**src/rtl/mem_port_arbiter_pkg.sv**
```systemverilog
// Shared types and default parameters for the instruction/data memory port arbiter.
// Contents: arb_state_t (IDLE, WAIT), arb_owner_t (OWN_IF, OWN_DM),
// default widths, memory latency and fetch starvation limit.
package mem_port_arbiter_pkg;

    localparam int unsigned DEF_AW         = 9;
    localparam int unsigned DEF_DW         = 64;
    localparam int unsigned DEF_MEM_LAT    = 1;
    localparam int unsigned DEF_STARVE_MAX = 3;

    // Wide enough for any legal MEM_LAT-1 (MEM_LAT is 1..15)
    localparam int unsigned WAIT_W = 4;

    typedef enum logic {
        IDLE = 1'b0,
        WAIT = 1'b1
    } arb_state_t;

    typedef enum logic {
        OWN_IF = 1'b0,
        OWN_DM = 1'b1
    } arb_owner_t;

endpackage

```
**src/rtl/mem_arb_pick.sv**
```systemverilog
// Fixed-priority pick between fetch and data requesters.
// Data wins a conflict unless fetch has hit its starvation limit.
// Ports:
//   if_req_i, dm_req_i  : requests from fetch / data stage
//   starve_hit_i        : fetch has lost STARVE_MAX arbitrations in a row
//   winner_o            : requester that wins this cycle (valid when grant_any_o)
//   grant_any_o         : at least one request is present
module mem_arb_pick
    import mem_port_arbiter_pkg::*;
(
    input  logic       if_req_i,
    input  logic       dm_req_i,
    input  logic       starve_hit_i,
    output arb_owner_t winner_o,
    output logic       grant_any_o
);

    assign grant_any_o = if_req_i | dm_req_i;
    assign winner_o    = (dm_req_i && !(if_req_i && starve_hit_i)) ? OWN_DM : OWN_IF;

endmodule

```
**src/rtl/mem_port_arbiter.sv**
```systemverilog
// Serialises fetch reads and data reads/writes onto one single-ported memory.
// One access is in flight at a time; the memory latency is sequenced by a
// wait counter, and a starvation counter forces fetch through after
// STARVE_MAX consecutive lost conflicts.
// Ports:
//   clk, rst            : clock, asynchronous active-low reset
//   if_*                : fetch req/addr in, gnt (comb) / valid / rdata out
//   dm_*                : data req/we/addr/wdata in, gnt (comb) / valid / rdata out
//   mem_*               : memory strobe, write enable, address, write data (comb), read data in
//   fetch_stall         : fetch requesting but not granted this cycle (comb)
// Optional: define ARB_PERF_CNT_EN to add perf_conflict, perf_if_stall and
// perf_starve_force 32-bit wrapping event counters.
module mem_port_arbiter
    import mem_port_arbiter_pkg::*;
#(
    parameter int unsigned AW         = DEF_AW,
    parameter int unsigned DW         = DEF_DW,
    parameter int unsigned MEM_LAT    = DEF_MEM_LAT,
    parameter int unsigned STARVE_MAX = DEF_STARVE_MAX
) (
    input  logic          clk,
    input  logic          rst,
    input  logic          if_req,
    input  logic [AW-1:0] if_addr,
    output logic          if_gnt,
    output logic          if_valid,
    output logic [DW-1:0] if_rdata,
    input  logic          dm_req,
    input  logic          dm_we,
    input  logic [AW-1:0] dm_addr,
    input  logic [DW-1:0] dm_wdata,
    output logic          dm_gnt,
    output logic          dm_valid,
    output logic [DW-1:0] dm_rdata,
    output logic          mem_en,
    output logic          mem_we,
    output logic [AW-1:0] mem_addr,
    output logic [DW-1:0] mem_wdata,
    input  logic [DW-1:0] mem_rdata,
    output logic          fetch_stall
`ifdef ARB_PERF_CNT_EN
    ,
    output logic [31:0]   perf_conflict,
    output logic [31:0]   perf_if_stall,
    output logic [31:0]   perf_starve_force
`endif
);

    localparam int unsigned SW = $clog2(STARVE_MAX + 1);

    arb_state_t        state_q, state_d;
    arb_owner_t        owner_q, owner_d;
    logic              wr_q, wr_d;
    logic [WAIT_W-1:0] wait_q, wait_d;
    logic [SW-1:0]     starve_q, starve_d;
    logic              if_valid_q, if_valid_d;
    logic              dm_valid_q, dm_valid_d;
    logic [DW-1:0]     if_rdata_q, if_rdata_d;
    logic [DW-1:0]     dm_rdata_q, dm_rdata_d;

    arb_owner_t        winner;
    logic              grant_any;
    logic              arb_en;
    logic              starve_hit;
    logic              grant;
    logic              conflict;

    // Arbitration only while out of reset and idle, so reset forces every grant low
    assign arb_en     = rst && (state_q == IDLE);
    assign starve_hit = (starve_q == SW'(STARVE_MAX));
    assign conflict   = arb_en && if_req && dm_req;

    mem_arb_pick u_pick (
        .if_req_i     (if_req),
        .dm_req_i     (dm_req),
        .starve_hit_i (starve_hit),
        .winner_o     (winner),
        .grant_any_o  (grant_any)
    );

    // Grant and memory command, same cycle as the request
    assign grant       = arb_en && grant_any;
    assign if_gnt      = grant && (winner == OWN_IF);
    assign dm_gnt      = grant && (winner == OWN_DM);
    assign mem_en      = grant;
    assign mem_we      = dm_gnt && dm_we;
    assign mem_addr    = dm_gnt ? dm_addr  : (if_gnt ? if_addr : '0);
    assign mem_wdata   = dm_gnt ? dm_wdata : '0;
    assign fetch_stall = rst && if_req && !if_gnt;

    assign if_valid = if_valid_q;
    assign dm_valid = dm_valid_q;
    assign if_rdata = if_rdata_q;
    assign dm_rdata = dm_rdata_q;

    // Next-state: arbitration in IDLE, latency countdown and response capture in WAIT
    always_comb begin
        state_d    = state_q;
        owner_d    = owner_q;
        wr_d       = wr_q;
        wait_d     = wait_q;
        starve_d   = starve_q;
        if_valid_d = 1'b0;
        dm_valid_d = 1'b0;
        if_rdata_d = if_rdata_q;
        dm_rdata_d = dm_rdata_q;
        case (state_q)
            IDLE: begin
                // dm can only win a conflict below the limit, so this saturates
                if (conflict && dm_gnt) begin
                    starve_d = starve_q + SW'(1);
                end
                if (if_gnt) begin
                    starve_d = '0;
                end
                if (grant) begin
                    owner_d = winner;
                    wr_d    = dm_gnt && dm_we;
                    wait_d  = WAIT_W'(MEM_LAT - 1);
                    state_d = WAIT;
                end
            end
            WAIT: begin
                if (wait_q != '0) begin
                    wait_d = wait_q - WAIT_W'(1);
                end else begin
                    state_d = IDLE;
                    if (owner_q == OWN_IF) begin
                        if_valid_d = 1'b1;
                        if_rdata_d = mem_rdata;
                    end else begin
                        dm_valid_d = 1'b1;
                        dm_rdata_d = wr_q ? '0 : mem_rdata;
                    end
                end
            end
            default: begin
                state_d = IDLE;
            end
        endcase
    end

    always_ff @(posedge clk or negedge rst) begin
        if (!rst) begin
            state_q    <= IDLE;
            owner_q    <= OWN_IF;
            wr_q       <= 1'b0;
            wait_q     <= '0;
            starve_q   <= '0;
            if_valid_q <= 1'b0;
            dm_valid_q <= 1'b0;
            if_rdata_q <= '0;
            dm_rdata_q <= '0;
        end else begin
            state_q    <= state_d;
            owner_q    <= owner_d;
            wr_q       <= wr_d;
            wait_q     <= wait_d;
            starve_q   <= starve_d;
            if_valid_q <= if_valid_d;
            dm_valid_q <= dm_valid_d;
            if_rdata_q <= if_rdata_d;
            dm_rdata_q <= dm_rdata_d;
        end
    end

`ifdef ARB_PERF_CNT_EN
    logic [31:0] perf_conflict_q;
    logic [31:0] perf_if_stall_q;
    logic [31:0] perf_starve_force_q;

    // Event counters, free-running and wrapping
    always_ff @(posedge clk or negedge rst) begin
        if (!rst) begin
            perf_conflict_q     <= '0;
            perf_if_stall_q     <= '0;
            perf_starve_force_q <= '0;
        end else begin
            perf_conflict_q     <= perf_conflict_q + 32'(conflict);
            perf_if_stall_q     <= perf_if_stall_q + 32'(fetch_stall);
            perf_starve_force_q <= perf_starve_force_q + 32'(conflict && starve_hit);
        end
    end

    assign perf_conflict     = perf_conflict_q;
    assign perf_if_stall     = perf_if_stall_q;
    assign perf_starve_force = perf_starve_force_q;
`endif

endmodule

```
**config.mk**
```make
export PLATFORM = sky130hd
export DESIGN_NAME = mem_port_arbiter
export DESIGN_NICKNAME = d
export VERILOG_FILES = /design/src/rtl/mem_port_arbiter_pkg.sv /design/src/rtl/mem_arb_pick.sv /design/src/rtl/mem_port_arbiter.sv
export SDC_FILE = /design/constraint.sdc
export NUM_CORES = 1
export LEC_CHECK = 0
export CAP_MARGIN = 30
export CORE_ASPECT_RATIO = 0.8
export CORE_MARGIN = 4
export CORE_UTILIZATION = 40
export DETAILED_ROUTE_END_ITERATION = 6
export PLACE_DENSITY = 0.92
export SYNTH_ARGS = -nofsm -noshare
export SYNTH_HDL_FRONTEND = slang
export SYNTH_SLANG_ARGS = --single-unit
```
**constraint.sdc**
```tcl
create_clock -name clk -period 3.8 [get_ports clk]
set_input_delay 0.38 -clock clk [delete_from_list [all_inputs] [get_ports clk]]
set_output_delay 0.38 -clock clk [all_outputs]
set_load 0.02 [all_outputs]
```
==> results by stage <==
Yosys:
- During synthesis, Yosys emitted a total of 0 warnings.
- The post-synthesis net count is 629.
- Of the synthesized area, sequential elements account for 0.542.
- The number of distinct library cells after synthesis is 28.
- The cell count after synthesis is 476.
- The number of register bits inferred by synthesis is 139.
- The average instance in the mapped netlist occupies 13.5 sq um.
- The area of the mapped netlist is 6410 sq um.

CTS:
- The clock transition at the register clock pins on the worst setup and hold paths after CTS is 60 ps.
- Clock tree synthesis found a total of 139 sinks.
- The number of buffers added to fix hold violations after cts is 0.
- Once the clock tree was built, the setup fixing pass inserted 0 buffers.
- TritonCTS built the clock tree.
- The number of levels in the clock H-tree is 4.
- The tree is rooted in a clkbuf_16.
- The number of gates resized after CTS is 0.
- The clock insertion delay at the later pin of the skew report is 420 ps.
- The number of clock buffers inserted by TritonCTS is 17.
- Counting along the longest clock path gives a buffer depth of 2.

Placement:
- The count of buffers added on input and output ports is 358.
- The weighted congestion at the end of routability-driven global placement is 0.911.
- Before CTS, the worst setup slack after placement is 683 ps.
- The half-perimeter wire length of the detailed placement result is 15600 um.
- Once placement completed, the tool counted placed cells totaling 1025.

Drt:
- The final wirelength is 20800 um.
- The final routed DRC violation total is 0.
- The average via count per standard cell is 4.73.
- The routed length per instance is 19.6 um.
- The routed layout has 5008 vias.
- The number of antenna-violating nets in the routed design is 0.
- The detailed router finished its first iteration with 209 violations.
- The number of optimization iterations in the first detailed-route pass is 4.

Setup path:
- Data on the critical path is required at its endpoint by 3420 ps.
- The critical path launch point type is a flip-flop.
- The endpoint type of the worst setup path is an output port.
- The reg-to-reg setup timing slack is 1210 ps.
- The worst path arrival time is 2880 ps.
- The maximum fanout count along the critical path is 48.
- The worst register-to-register path has a depth of 6.
- The critical path in this run is classified as reg -> out.

Finish:
- Leaving out fill and tap cells, the most frequent cell in the layout is clkdlybuf4s50_1.
- The share of cells above drive strength 1 is 0.206.
- In the layout the commonest cells are clkdlybuf4s50_1 (357), dfrtp_1 (138), mux2_2 (79).
- The number of nets in the layout is 983.
- Across the whole layout, storage elements account for 3480 sq um.
- Once layout is complete, the cells apart from fillers number 1058.
- The multi-input gate area in the final layout is 2750 sq um.
- The number of fill cells is 1122.
- The area growth from synthesis to layout is 68.5%.
- The repair_antennas step left the layout with diodes totalling 0.

Timing:
- The number of hold-slack violations in the final timing report was 0.
- The setup clock skew after layout is 6.32 ps.
- Setup repair after global routing left no endpoint under its margin.
- The minimum period implied by the final worst setup slack is 3260 ps.
- The final critical-path share of the clock period is 0.857.
- The count of pins over their slew limit was 0.
- Setup violations remaining at the end of the flow were counted as 0.
- For this run, the top clock speed supported by timing is 0.307 GHz.
- The headroom to the max-slew limit is 0.390.
- The actual transition at the worst max-transition pin is 914 ps.
- In the post-route analysis, the smallest setup slack over all paths is 543 ps.
- The setup TNS is 0 ps.

Floorplan:
- The number of primary I/O pins is 359.
- The area of the placeable core is 15700 sq um.
- The floorplan step defined a die boundary enclosing 18100 sq um.
- The number of core rows is 41.
- In this run the vertical extent of the chip is 121 um.
- Measured along the x axis, the die boundary spans 150 um.
- For this configuration, the core starts out at a cell density of 0.407.

Power and ir drop:
- The leakage power figure is 4.65 nW.
- The largest vdd supply drop is 0.326 mV.
- The total power divided by cell area is 841 nW/um^2.

Global route:
- The overall track demand over capacity in global routing is 0.222.
- For this run the aggregate overflow at the end of global routing stands at 0.
- The largest net degree at the start of global routing is 143.
- The number of antenna violations at the first check in global routing is 0.
- The number of global-route vias before repair is 5231.
- The first global-routing pass estimated 30300 um of wire.

Status:
- The run finished with clean final reports.

Flow run:
- Max-cap violations in this run came to 0.

Worst hold path:
- The min-delay analysis places its worst path in the category in -> async.
critical path, cell delays in order, from the launching register on:
cell and delay (ps):
dfrtp_1 450, nor2b_1 240, and3_2 460, buf_4 420
and2_1 250, clkdlybuf4s50_1 630
final timing paths:
check                            startpoint             to
min in group clk                        rst    starve_q[0]
worst max-delay path                state_q  mem_wdata[51]
worst max register to register    wait_q[0]   dm_rdata[16]
worst min-delay path                    rst   dm_rdata[48]
max in group asynchronous               rst           wr_q
worst min register to register  dm_rdata[8]    dm_rdata[8]
cell families (layout without fill, tap and decap cells):
group	after synthesis	after routing	share of synthesized area
AOI/OAI and AO/OA	19	19	0.0222
adders and majority gates	2	2	0.00390
buffers and inverters	37	404	0.0302
DFF	139	139	0.542
muxes	131	131	0.258
and+or+nand+nor	148	148	0.143
report_power, final:
group          internal [mW]  leakage [nW]  total [mW]  switching (mW)
clock network           1.07         0.296        1.72           0.648
logic                   2.52          2.69        4.67            2.15
registers               2.24          1.66        2.70           0.459
total                   5.83          4.65        9.09            3.26
flip-flops by register name, summed over array words and instances, names as in the netlist:
name,cells
wr_q,1
dm_rdata,64
state_q,1
if_valid,1
starve_q,2
dm_valid,1
owner_q,1
if_rdata,64
wait_q,4
through the flow:
step / power (mW) / utilization / hold slack, ps / instance area (sq um)
2_1_floorplan: 5.17 / - / 84.4 / 6410
3_3_place_gp: 7.22 / 0.646 / 482 / 10200
3_5_place_dp: 7.38 / 0.646 / 492 / 10200
4_1_cts: 9.15 / 0.685 / 141 / 10800
5_1_grt: 9.51 / 0.686 / 159 / 10800
6_report: 9.09 / 0.686 / 111 / 10800
final cells by class:
cell class,instances,area share
Multi-Input combinational cell,300,0.254
Tap cell,215,0.0249
Timing Repair Buffer,366,0.340
Sequential cell,139,0.322
Clock buffer,19,0.0419
Clock inverter,13,0.0154
Inverter,6,0.00208
Yosys cell counts:
| master | instances | area, sq um |
|---|---|---|
| dfrtp_1 | 139 | 3480 |
| nand2_2 | 1 | 6.26 |
| mux2i_1 | 3 | 30.0 |
| nand3b_1 | 1 | 7.51 |
| ha_1 | 2 | 25.0 |
| or4b_4 | 1 | 13.8 |
| nand2b_1 | 1 | 6.26 |
| a21oi_1 | 2 | 10.0 |
| mux2_4 | 49 | 736 |
| nand4_1 | 1 | 6.26 |
| clkbuf_1 | 17 | 63.8 |
| nor2b_1 | 65 | 407 |
| mux2_2 | 79 | 890 |
| buf_2 | 8 | 40.0 |
| nor4_1 | 1 | 6.26 |
| buf_6 | 6 | 67.6 |
| o31ai_1 | 1 | 7.51 |
| o21ai_0 | 4 | 20.0 |
| and3_1 | 1 | 6.26 |
| inv_1 | 6 | 22.5 |
| nand4b_1 | 1 | 8.76 |
| a32o_1 | 1 | 10.0 |
| nand2_1 | 5 | 18.8 |
| a22o_1 | 10 | 87.6 |
| nor4b_1 | 1 | 8.76 |
| nor2_1 | 4 | 15.0 |
| and2_1 | 65 | 407 |
| a21o_1 | 1 | 7.51 |
routing by layer:
layer | up-vias | global-route usage | share of wire
li1 | 2318 | - | -
met3 | 32 | 0.0911 | 0.094
met2 | 219 | 0.388 | 0.51
met1 | 2439 | 0.241 | 0.36
met5 | - | 0 | 0
met4 | 0 | 0.0846 | 0.028
No activity file was read; power rests on OpenSTA's default activity.
==> patch (same flow settings) <==
The package constant `DEF_AW` goes from 9 to 10.
--- a/src/rtl/mem_port_arbiter_pkg.sv
+++ b/src/rtl/mem_port_arbiter_pkg.sv
@@ -3,7 +3,7 @@
 // default widths, memory latency and fetch starvation limit.
 package mem_port_arbiter_pkg;
 
-    localparam int unsigned DEF_AW         = 9;
+    localparam int unsigned DEF_AW         = 10;
     localparam int unsigned DEF_DW         = 64;
     localparam int unsigned DEF_MEM_LAT    = 1;
     localparam int unsigned DEF_STARVE_MAX = 3;
Interface: changed (resized dm_addr, if_addr and mem_addr); port bits go from 359 to 362. The function was not compared with the original's and may differ.
==> patch against the unedited design <==
Highest routed layer is now met5; count of clock-buffer cells in the layout down 2; total power fell by 0.91%; wire length grew 11%; sequential cell count unchanged; area after synthesis increased by 0.14%; clock power down 4%; critical path depth increased by 1; largest cell class unchanged; cell area rose by 0.24%; clock skew rose by 0.0021 ns; largest power group unchanged; sequential power up 2%; worst setup slack improved by 0.21 ns; fmax increased by 7.1%; hold slack improved by 0.052 ns.
==> patch: results (changes against the unedited design) <==
status:
  outcome: "finished, final reports clean"
timing:
  finClkSkew_ns: 0.00843  # +0.00211 ns
  holdWs_ns: 0.163  # +0.0515 ns
  tightest_slew_ns: 0.906  # -0.00870 ns
global_routing:
  grt_max_degree: 76  # -47%
  use_met1_pct: 26.8  # +2.6 points
  grt_usage_pct: 25.1  # +2.9 points
  grt_pass1_wl_um: 33200  # +9.6%
  first_global_vias: 5457  # +4.3%
  globalRouteMet2Util_pct: 44.5  # +5.8 points
  antenna_found_initial: 3  # +3
  grt_use_met3_pct: 9.34  # +0.22 points
clock_tree:
  cts_setup_buffers: 0  # unchanged
  path_clk_slew_ns: 0.06  # about the same
  post_cts_resized: 0  # unchanged
  cts_root_buf: "clkbuf_16"
routing:
  ant_nets: 0  # unchanged
  wl_met3_um: 2060  # +5.2%
  top_layer: "met5"
  routed_via_density: 4.76  # +0.47%
  dr_wl_met2_um: 11800  # +11%
  met1Wirelength_um: 8230  # +9.1%
  routed_wirelength_um: 23000  # +11%
  drt-initial-drc-count: 113  # -46%
  wl_per_cell_um: 21.6  # +10%
worst_setup_path:
  reg2reg_depth: 7  # +1
  rr_startpoint: "wait_q[0]$_DFFE_PN0P_"
  r2r_setup_slack_ns: 1.39  # +0.18 ns
  setup.worst_path.start: "starve_q[0]$_DFFE_PN0P_"
  critPathTopFamily: "buffers and inverters"
  regToRegEndpoint: "dm_rdata[51]$_DFFE_PN0P_"
  cp.arrival_ns: 2.66  # -0.22 ns
  path_max_fanout: 49  # +2.1%
  endpoint: "mem_addr[4]"
placed_design:
  placed_area_um2: 10200  # +0.46%
  port_buffers: 361  # +0.84%
  dp_hpwl_um: 18300  # +18%
  gp_congestion: 0.907  # -0.53%
  dp.cells: 1030  # +0.49%
  post-place-ws_ns: 0.811  # +0.128 ns
finish:
  mostFrequentLayoutCell: "clkdlybuf4s50_1"
  drive_gt1_share_pct: 20.5  # -0.097 points
  fin_util_pct: 68.8  # +0.17 points
  final_nets: 990  # +0.71%
  fillers: 1137  # +1.3%
pwr:
  leakagePower_nw: 4.66  # +0.31%
  vdd_ir_drop_max_uv: 445  # +36%
logic_synthesis:
  synthTopCellsByArea: "dfrtp_1 54%, mux2_2 14%, mux2_4 11%, and2_1 6.3%, nor2b_1 6.3%"
  syn_nets: 632  # +0.48%
  yosys.cell_types.count: 28  # unchanged
  async_reset_ff_share_pct: 100  # unchanged
  synth-seq-area-share_pct: 54.2  # -0.074 points
  synth_flop_cell: "dfrtp_1"
  syn-instance-count: 477  # +0.21%
job:
  cap_violations: 0  # unchanged
patch: cell types whose count changed in the layout (fill, tap and decap cells not counted), moves of 2 or more:
cell             change
inv_6                +4
clkdlybuf4s50_1      +3
diode_2              +3
clkbuf_8             -2
clkinvlp_4           -2
patch: final cells by class:
class	count	area share (%)
tap	215	2.48
clock inverter	14	1.47
clock buffer	17	3.93
sequential	139	32.1
inverter	6	0.208
multi-input combinational	301	25.4
timing repair buffer	370	34.3
antenna	3	0.0693
patch: power breakdown:
group	internal [mW]	switching (mW)	total [mW]
Clock	0.978	0.670	1.65
Sequential	2.24	0.513	2.75
Combinational	2.52	2.09	4.60
patch: kinds of logic (layout without fill, tap and decap cells):
family | count (synthesis) | in the layout | synth area share [%]
simple gates | 148 | 148 | 14.3
flops | 139 | 139 | 54.2
mux | 131 | 131 | 25.8
buf+inv | 37 | 407 | 3.02
compound gates | 20 | 20 | 2.36
fa+ha+maj | 2 | 2 | 0.390
other cells | 0 | 3 | 0
